$ cat src/rtl/switch_pkg.sv
// Shared constants and helpers for the switch conditioning stage.
// Optional build macro SWITCH_DEBOUNCE_BYPASS_EN is consumed by debounce_bit.
package switch_pkg;

    localparam int SWITCH_WIDTH          = 8;
    localparam int DEFAULT_STABLE_CYCLES = 100000;

    // Counter width able to hold 0..stable_cycles-1; never narrower than one bit.
    function automatic int cnt_width(input int stable_cycles);
        int w;
        w = $clog2(stable_cycles);
        if (w < 1) begin
            w = 1;
        end
        return w;
    endfunction

endpackage

$ cat src/rtl/debounce_bit.sv
// Single-bit synchroniser, bounce filter, level register and edge pulses.
// Define SWITCH_DEBOUNCE_BYPASS_EN to drop the filter and pass the synchronised level straight through.
module debounce_bit
    import switch_pkg::*;
#(
    parameter int STABLE_CYCLES = DEFAULT_STABLE_CYCLES
) (
    input  logic clk,
    input  logic rst_n,
    input  logic sw,
    output logic db,
    output logic rise,
    output logic fall
);

    logic s1_q, s1_d;
    logic s2_q, s2_d;
    logic db_q, db_d;
    logic rise_q, rise_d;
    logic fall_q, fall_d;

`ifndef SWITCH_DEBOUNCE_BYPASS_EN
    localparam int                CNT_W   = cnt_width(STABLE_CYCLES);
    localparam logic [CNT_W-1:0] CNT_MAX = CNT_W'(STABLE_CYCLES - 1);
    localparam logic [CNT_W-1:0] CNT_ONE = CNT_W'(1);

    logic [CNT_W-1:0] cnt_q, cnt_d;
`endif

    always_comb begin
        s1_d = sw;
        s2_d = s1_q;
        db_d = db_q;
`ifdef SWITCH_DEBOUNCE_BYPASS_EN
        db_d = s2_q;
`else
        cnt_d = cnt_q;
        // Any reversal back to the held level restarts the stability window.
        if (s2_q == db_q) begin
            cnt_d = '0;
        end else if (cnt_q == CNT_MAX) begin
            db_d  = s2_q;
            cnt_d = '0;
        end else begin
            cnt_d = cnt_q + CNT_ONE;
        end
`endif
        // Pulses are registered alongside the level so they line up with the new db value.
        rise_d = db_d & ~db_q;
        fall_d = ~db_d & db_q;
    end

    always_ff @(posedge clk) begin
        if (!rst_n) begin
            s1_q   <= 1'b0;
            s2_q   <= 1'b0;
            db_q   <= 1'b0;
            rise_q <= 1'b0;
            fall_q <= 1'b0;
`ifndef SWITCH_DEBOUNCE_BYPASS_EN
            cnt_q  <= '0;
`endif
        end else begin
            s1_q   <= s1_d;
            s2_q   <= s2_d;
            db_q   <= db_d;
            rise_q <= rise_d;
            fall_q <= fall_d;
`ifndef SWITCH_DEBOUNCE_BYPASS_EN
            cnt_q  <= cnt_d;
`endif
        end
    end

    assign db   = db_q;
    assign rise = rise_q;
    assign fall = fall_q;

endmodule

$ cat src/rtl/switch_debouncer.sv
// Debounces the board slide switches bit by bit; wiring only around debounce_bit.
// Honours SWITCH_DEBOUNCE_BYPASS_EN through the per-bit instances.
module switch_debouncer
    import switch_pkg::*;
#(
    parameter int WIDTH         = SWITCH_WIDTH,
    parameter int STABLE_CYCLES = DEFAULT_STABLE_CYCLES
) (
    input  logic             clk,
    input  logic             rst_n,
    input  logic [WIDTH-1:0] switch,
    output logic [WIDTH-1:0] switch_db,
    output logic [WIDTH-1:0] rise,
    output logic [WIDTH-1:0] fall
);

    for (genvar i = 0; i < WIDTH; i++) begin : g_bit
        debounce_bit #(
            .STABLE_CYCLES(STABLE_CYCLES)
        ) u_bit (
            .clk  (clk),
            .rst_n(rst_n),
            .sw   (switch[i]),
            .db   (switch_db[i]),
            .rise (rise[i]),
            .fall (fall[i])
        );
    end

endmodule
$ cat config.mk
export PLATFORM = sky130hd
export DESIGN_NAME = switch_debouncer
export DESIGN_NICKNAME = d
export VERILOG_FILES = /design/src/rtl/switch_pkg.sv /design/src/rtl/debounce_bit.sv /design/src/rtl/switch_debouncer.sv
export SDC_FILE = /design/constraint.sdc
export NUM_CORES = 1
export LEC_CHECK = 0
export CORE_UTILIZATION = 40
export CTS_CLUSTER_SIZE = 30
export DETAILED_ROUTE_END_ITERATION = 16
export GPL_ROUTABILITY_DRIVEN = 1
export PLACE_DENSITY = 0.56
export SYNTH_ARGS = -nofsm -noshare
export SYNTH_HDL_FRONTEND = slang
export SYNTH_HIERARCHICAL = 1
export SYNTH_SLANG_ARGS = --single-unit
$ cat constraint.sdc
create_clock -name clk -period 1.49 [get_ports clk]
set_input_delay 0.149 -clock clk [delete_from_list [all_inputs] [get_ports clk]]
set_output_delay 0.149 -clock clk [all_outputs]
set_load 0.01 [all_outputs]
-- Word level (Yosys, flattened, before mapping)
Index checks and enable logic that the tools add are counted.
- bits in registers: 176
- bits in latches: 0
- RAM bits: 0
- ROM bits: 0
- output and inout bits: 24
- word-level logic and storage cells: 129
- memories: 0
- add/subtract/negate cells: 8
- multipliers: 0
- div/mod/pow operators: 0
- order comparisons: 0
- equal/unequal tests: 16
- shifts and indexed selects: 0
- muxes and demuxes: 16
- bitwise logic cells: 33
- reduce and logical (&&, ||, !) cells: 8
- operators by type and width (cell ; number):
    $add 17x1->17 const B ; 8
    $eq 17x17->1 const B ; 8
    $reduce_or 3->1 ; 8
    $not 1->1 ; 17
    $and 1x1->1 ; 16
    $mux 1 ; 16
    $eq 1x1->1 ; 8

-- Logic depth before layout (Yosys ltp)
- word-level depth: 5
- depth in mapped cells: 6
- mapped depth without buffers: 5

-- Cells and area by module
The synthesis kept the hierarchy.
- by module, submodules not included (module ; times used ; cells each ; area each (µm²) ; sequential area each (µm²)):
    debounce_bit ; 8 ; 101 ; 968.4 ; 440.4

-- Worst setup path before layout
No wires, ideal clock.
- path type: reg2reg
- start point: reg g_bit[0].u_bit.cnt_q[0]
- end point: reg g_bit[0].u_bit.cnt_q[10]
- arrival time: 1.498 ns
- data required time: 1.373 ns
- path slack: -0.125 ns
- cell stages (with the launch flop): 7
- buffers on the path: 1
- path through: dfxtp_1 > ha_1 > and4_1 > and4_1 > nand3b_4 > buf_2 > nor2_1
- cells in the longest elaborated chain, start to end: 2
- ends and longest elaborated chain (element ; RTL line ; text):
    start: declaration ; debounce_bit.sv:27 ; logic [CNT_W-1:0] cnt_q, cnt_d;
    start signal: assignment ; debounce_bit.sv:70 ; cnt_q <= cnt_d;
    parallel branches: the longest is 2 deep, another holds $add 17x1->17 ; n/a ;
Several ways; the timed one is not identified.
A chain may end at the register's enable or synchronous reset.

-- Worst setup path after layout
- start point: reg g_bit[7].u_bit.cnt_q[0]
- end point: reg g_bit[7].u_bit.cnt_q[2]
- cells in the longest elaborated chain, start to end: 2
- ends and longest elaborated chain (element ; RTL line):
    start: declaration ; debounce_bit.sv:27
    start signal: assignment ; debounce_bit.sv:70
    parallel branches: the longest is 2 deep, another holds $add 17x1->17 ; n/a
Several ways; the timed one is not identified.

==> flow_results.org <==
** Drt
- Avg WL per Cell :: 13.8 µm
- The first detailed-routing pass took 4 iterations.
- For this block, the routed nets add up to 17400 µm of wire.
- Residual DRC :: 0
- DRT antenna net count :: 0
- In this run, the number of DRC markers left after iteration 0 of detailed routing was 233.
- Summing over every cut layer, the via total after detailed routing is 6394.
- Avg Vias per Cell :: 5.07

** Yosys
- The synthesized netlist devotes 2.71% of its cell area to compound gates.
- When the netlist entered floorplanning its net count stood at 826.
- Of the total synthesized cell area, the portion taken by full adders, half adders and majority gates is 1.29%.
- Share of synthesized area occupied by flip-flops and latches :: 45.5%
- Warnings from Yosys :: 6
- The synthesized netlist contains 31 unique library cells.
- Synthesized instance count :: 808
- After synthesis the cells add up to 7750 µm².
- Combinational family with the most area after synthesis :: simple AND/OR/NAND/NOR gates
- A synthesized cell averages 9.59 µm².
- The synthesized netlist devotes 12.7% of its cell area to XOR and XNOR gates.
- Synthesis inferred 176 register bits.
- Share of cell area taken by muxes after synthesis :: 1.03%
- Summing the areas of all and, or, nand and nor instances in the mapped netlist gives 34.0% of the synthesized area.

** Clocking
- The number of hold buffers added after CTS was 0.
- Maximum root-to-sink buffer count :: 2
- Total CTS buffers :: 17
- After clock tree synthesis, the clock-pin slew on the worst setup and hold paths is 70 ps.
- TritonCTS built the clock tree.
- CTS HTree Levels :: 4
- The clock reaches the later pin of the worst-skew pair after 420 ps.
- TritonCTS Sinks :: 176
- The tree is rooted in a sky130_fd_sc_hd__clkbuf_16.

** Finish
- Flip-flop and latch area :: 3690 µm²
- Layout cells sized above 1 :: 37.8%
- Final-layout fill cell count :: 1616
- Post-synthesis to final-layout area growth :: 39.2%
- The final layout contains 1007 nets.
- In the final layout, the multi-input gates occupy 4700 µm².
- Number of inserted diodes :: 0

** Placement
- At the end of routability-driven placement, the weighted congestion stood at 0.835.
- The HPWL after detailed placement is 11100 µm.
- Placement-stage worst setup slack :: -97.8 ps
- The count of buffers added on input and output ports is 33.

** Floorplan
- Std-Cell Rows :: 50
- Count of boundary I/O pins :: 34
- Floorplan die width :: 141 µm
- The floorplan step defined a die boundary enclosing 19900 µm².
- Once the floorplan was initialized, standard cells occupied 41.1% of the core.
- Height of the die :: 141 µm
- Core Box Area :: 18800 µm²

** Hold path
- Counting instances, the worst hold path has a depth of 2.
- For hold timing, the worst endpoint is g_bit[0].u_bit/db.
- The worst hold path begins at rst_n.
- Worst hold path class :: in2reg

** Status
- Violations in the final reports :: negative setup slack
- The run finished, with violations left.

** Global route
- Total overflow reported by the global router :: 0
- The via count of the first global-routing pass came to 6153.
- Wire length of the first global-routing pass :: 27900 µm
- Antenna violations before repair :: 0
- Entering global routing, the biggest net connects 24 pins.
- Overall global routing resource usage :: 17.1%

** STA
- The worst path in the final design needs a cycle of 1520 ps, including I/O delays and setup.
- Final setup violation count :: 5
- After layout, the worst setup slack is -28.1 ps.
- Final critical-path share of the clock period :: 102%
- At the pin with the least slew margin, the transition time is 676 ps.
- Maximum frequency from static timing analysis :: 659 MHz
- Setup repair after global routing could not meet its margin everywhere.
- For the final routed database, the setup TNS stands at -66.5 ps.
- The worst pin sits at a relative slew slack of 54.8%.
- Final-report max-slew violation count :: 0
- Hold Violations, Final :: 0
- Clock skew on the completed layout was measured at 8.47 ps.

** Worst setup path
- CP Class :: reg2reg
- Critical-path maximum fanout :: 8
- STA classifies the critical path endpoint as a register.
- Arrival @ worst endpoint :: 1870 ps
- The worst register-to-register path begins at g_bit[7].u_bit/cnt_q[0].
- Critical path startpoint category :: register
- Terminus of the critical flop-to-flop path :: g_bit[7].u_bit/cnt_q[2]
- Required arrival time at the worst endpoint :: 1840 ps
- Register-to-Register Setup Slack :: -30 ps
- Length in cells of the worst reg-to-reg path :: 5

** Power and ir drop
- The worst-case IR drop observed on VDD is 0.000725 V.
- Pwr Total :: 9.20 mW
- Summed over all cells, the static leakage comes to 3.75 nW.
- Power spread over the standard cell area amounts to 853 nW/µm².

** Job
- The tool flagged a number of max-cap violations equal to 0.
-- logic make-up after synthesis --
family,Yosys count
AND/OR/NAND/NOR,432
multiplexers,8
XOR/XNOR,112
flip-flops,176
buffers and inverters,40
adder cells (fa/ha/maj),8
AO/OA/AOI/OAI,32
-- sequential cells by signal (all words and copies together), names as in the netlist --
register           count
g_bit.u_bit/cnt_q    136
g_bit.u_bit/db         8
g_bit.u_bit/fall       8
g_bit.u_bit/rise       8
g_bit.u_bit/s1_q       8
g_bit.u_bit/s2_q       8
-- stage by stage --
stage | hold slack, ps | area [µm²] | cells | utilization [%]
after floorplan | 271 | 8000 | 808 | -
final | 214 | 10800 | 1261 | 57.3
after global routing | 220 | 10800 | 1261 | 57.3
after detailed placement | 421 | 9410 | 1203 | 50.0
after CTS | 142 | 10200 | 1239 | 54.1
after global placement | 416 | 9410 | 1203 | 50.0
-- where the power goes --
group          leakage [nW]  internal (mW)  switching, mW
registers              1.47           4.68         0.0255
clock network         0.272           2.55           1.77
logic                  2.01         0.0725          0.103
total                  3.75           7.30           1.89
-- final cells by class --
cell class              instances  share of cell area [%]
well taps                     260                    3.02
inverters                      16                   0.557
flip-flops and latches        176                    34.2
repair buffers                174                    13.3
clock buffers                  22                    4.30
multi-input cells             604                    43.6
clock inverters                 9                    1.02
-- repair_timing --
item | in CTS | in global routing
gates cloned | 4 | 8
gates resized for setup | 61 | 108
endpoints found under the setup margin | 89 | 143
endpoints found under the hold margin | 0 | 0
pin swaps | 9 | 48
setup buffers | 1 | 15
-- how the worst max path moves through the flow --
stage / to / start / cells after the start
2_1_floorplan: g_bit[0].u_bit/cnt_q[15] / g_bit[0].u_bit/cnt_q[2] / 5
3_3_place_gp: g_bit[2].u_bit/cnt_q[16] / g_bit[2].u_bit/cnt_q[0] / 5
3_5_place_dp: g_bit[7].u_bit/cnt_q[10] / g_bit[7].u_bit/cnt_q[0] / 6
4_1_cts: g_bit[2].u_bit/cnt_q[16] / g_bit[2].u_bit/cnt_q[0] / 5
5_1_grt: g_bit[7].u_bit/cnt_q[15] / g_bit[7].u_bit/cnt_q[10] / 4
6_report: g_bit[7].u_bit/cnt_q[2] / g_bit[7].u_bit/cnt_q[0] / 5
-- metal layers --
layer | vias up | GRT usage (%) | routed length, µm
met5 | - | 0 | 0
met4 | 0 | 5.21 | 173
met3 | 13 | 4.79 | 610
met2 | 87 | 28.7 | 8490
met1 | 3080 | 21.1 | 8130
li1 | 3214 | - | -
-- cell usage after synthesis --
library cell / instances / area (µm²)
sky130_fd_sc_hd__nand4_1: 32 / 200
sky130_fd_sc_hd__and2_1: 16 / 100
sky130_fd_sc_hd__xnor2_1: 64 / 561
sky130_fd_sc_hd__or3_1: 8 / 50.1
sky130_fd_sc_hd__a21oi_2: 8 / 70.1
sky130_fd_sc_hd__xor2_1: 48 / 420
sky130_fd_sc_hd__nand4_2: 8 / 100
sky130_fd_sc_hd__nor4b_1: 8 / 70.1
sky130_fd_sc_hd__or2_2: 8 / 50.1
sky130_fd_sc_hd__nand3_4: 8 / 140
sky130_fd_sc_hd__a21oi_1: 8 / 40.0
sky130_fd_sc_hd__or4_4: 8 / 90.1
sky130_fd_sc_hd__dfxtp_1: 176 / 3520
sky130_fd_sc_hd__or2_4: 8 / 70.1
sky130_fd_sc_hd__ha_1: 8 / 100
sky130_fd_sc_hd__nor4_1: 24 / 150
sky130_fd_sc_hd__nand2_1: 48 / 180
sky130_fd_sc_hd__nor3_1: 24 / 120
sky130_fd_sc_hd__nor4bb_1: 16 / 160
sky130_fd_sc_hd__inv_1: 16 / 60.1
sky130_fd_sc_hd__mux2i_1: 8 / 80.1
sky130_fd_sc_hd__o31ai_1: 8 / 60.1
sky130_fd_sc_hd__nor2b_1: 8 / 50.1
sky130_fd_sc_hd__buf_4: 16 / 120
sky130_fd_sc_hd__nand3_1: 40 / 200
sky130_fd_sc_hd__o21ai_0: 8 / 40.0
sky130_fd_sc_hd__nor2_1: 128 / 480
sky130_fd_sc_hd__nor3b_1: 16 / 120
sky130_fd_sc_hd__and4_1: 16 / 140
sky130_fd_sc_hd__buf_2: 8 / 40.0
sky130_fd_sc_hd__nand3b_4: 8 / 160
-- critical path, stage by stage (launching register included) --
cell	delay, ps
sky130_fd_sc_hd__dfxtp_4	360
sky130_fd_sc_hd__ha_4	160
sky130_fd_sc_hd__and4_1	220
sky130_fd_sc_hd__and4_1	190
sky130_fd_sc_hd__nand3b_2	350
sky130_fd_sc_hd__nor2_2	170
-- layout by cell type (no fill, tap or decap), types with 16 or more instances in the layout --
cell type | netlist | layout
sky130_fd_sc_hd__clkbuf_16 | 0 | 17
sky130_fd_sc_hd__dfxtp_1 | 176 | 102
sky130_fd_sc_hd__nor2_1 | 128 | 123
sky130_fd_sc_hd__nand2_1 | 48 | 47
sky130_fd_sc_hd__nor3_1 | 24 | 22
sky130_fd_sc_hd__xor2_1 | 48 | 47
sky130_fd_sc_hd__nand3b_4 | 8 | 17
sky130_fd_sc_hd__nand3_1 | 40 | 40
sky130_fd_sc_hd__nand4_1 | 32 | 32
sky130_fd_sc_hd__nor4_2 | 0 | 19
sky130_fd_sc_hd__buf_4 | 16 | 132
sky130_fd_sc_hd__clkdlybuf4s50_1 | 0 | 24
sky130_fd_sc_hd__dfxtp_4 | 0 | 29
sky130_fd_sc_hd__inv_1 | 16 | 16
sky130_fd_sc_hd__and2_1 | 16 | 16
sky130_fd_sc_hd__xnor2_1 | 64 | 64
sky130_fd_sc_hd__dfxtp_2 | 0 | 45
No activity file was read; power rests on OpenSTA's default activity.
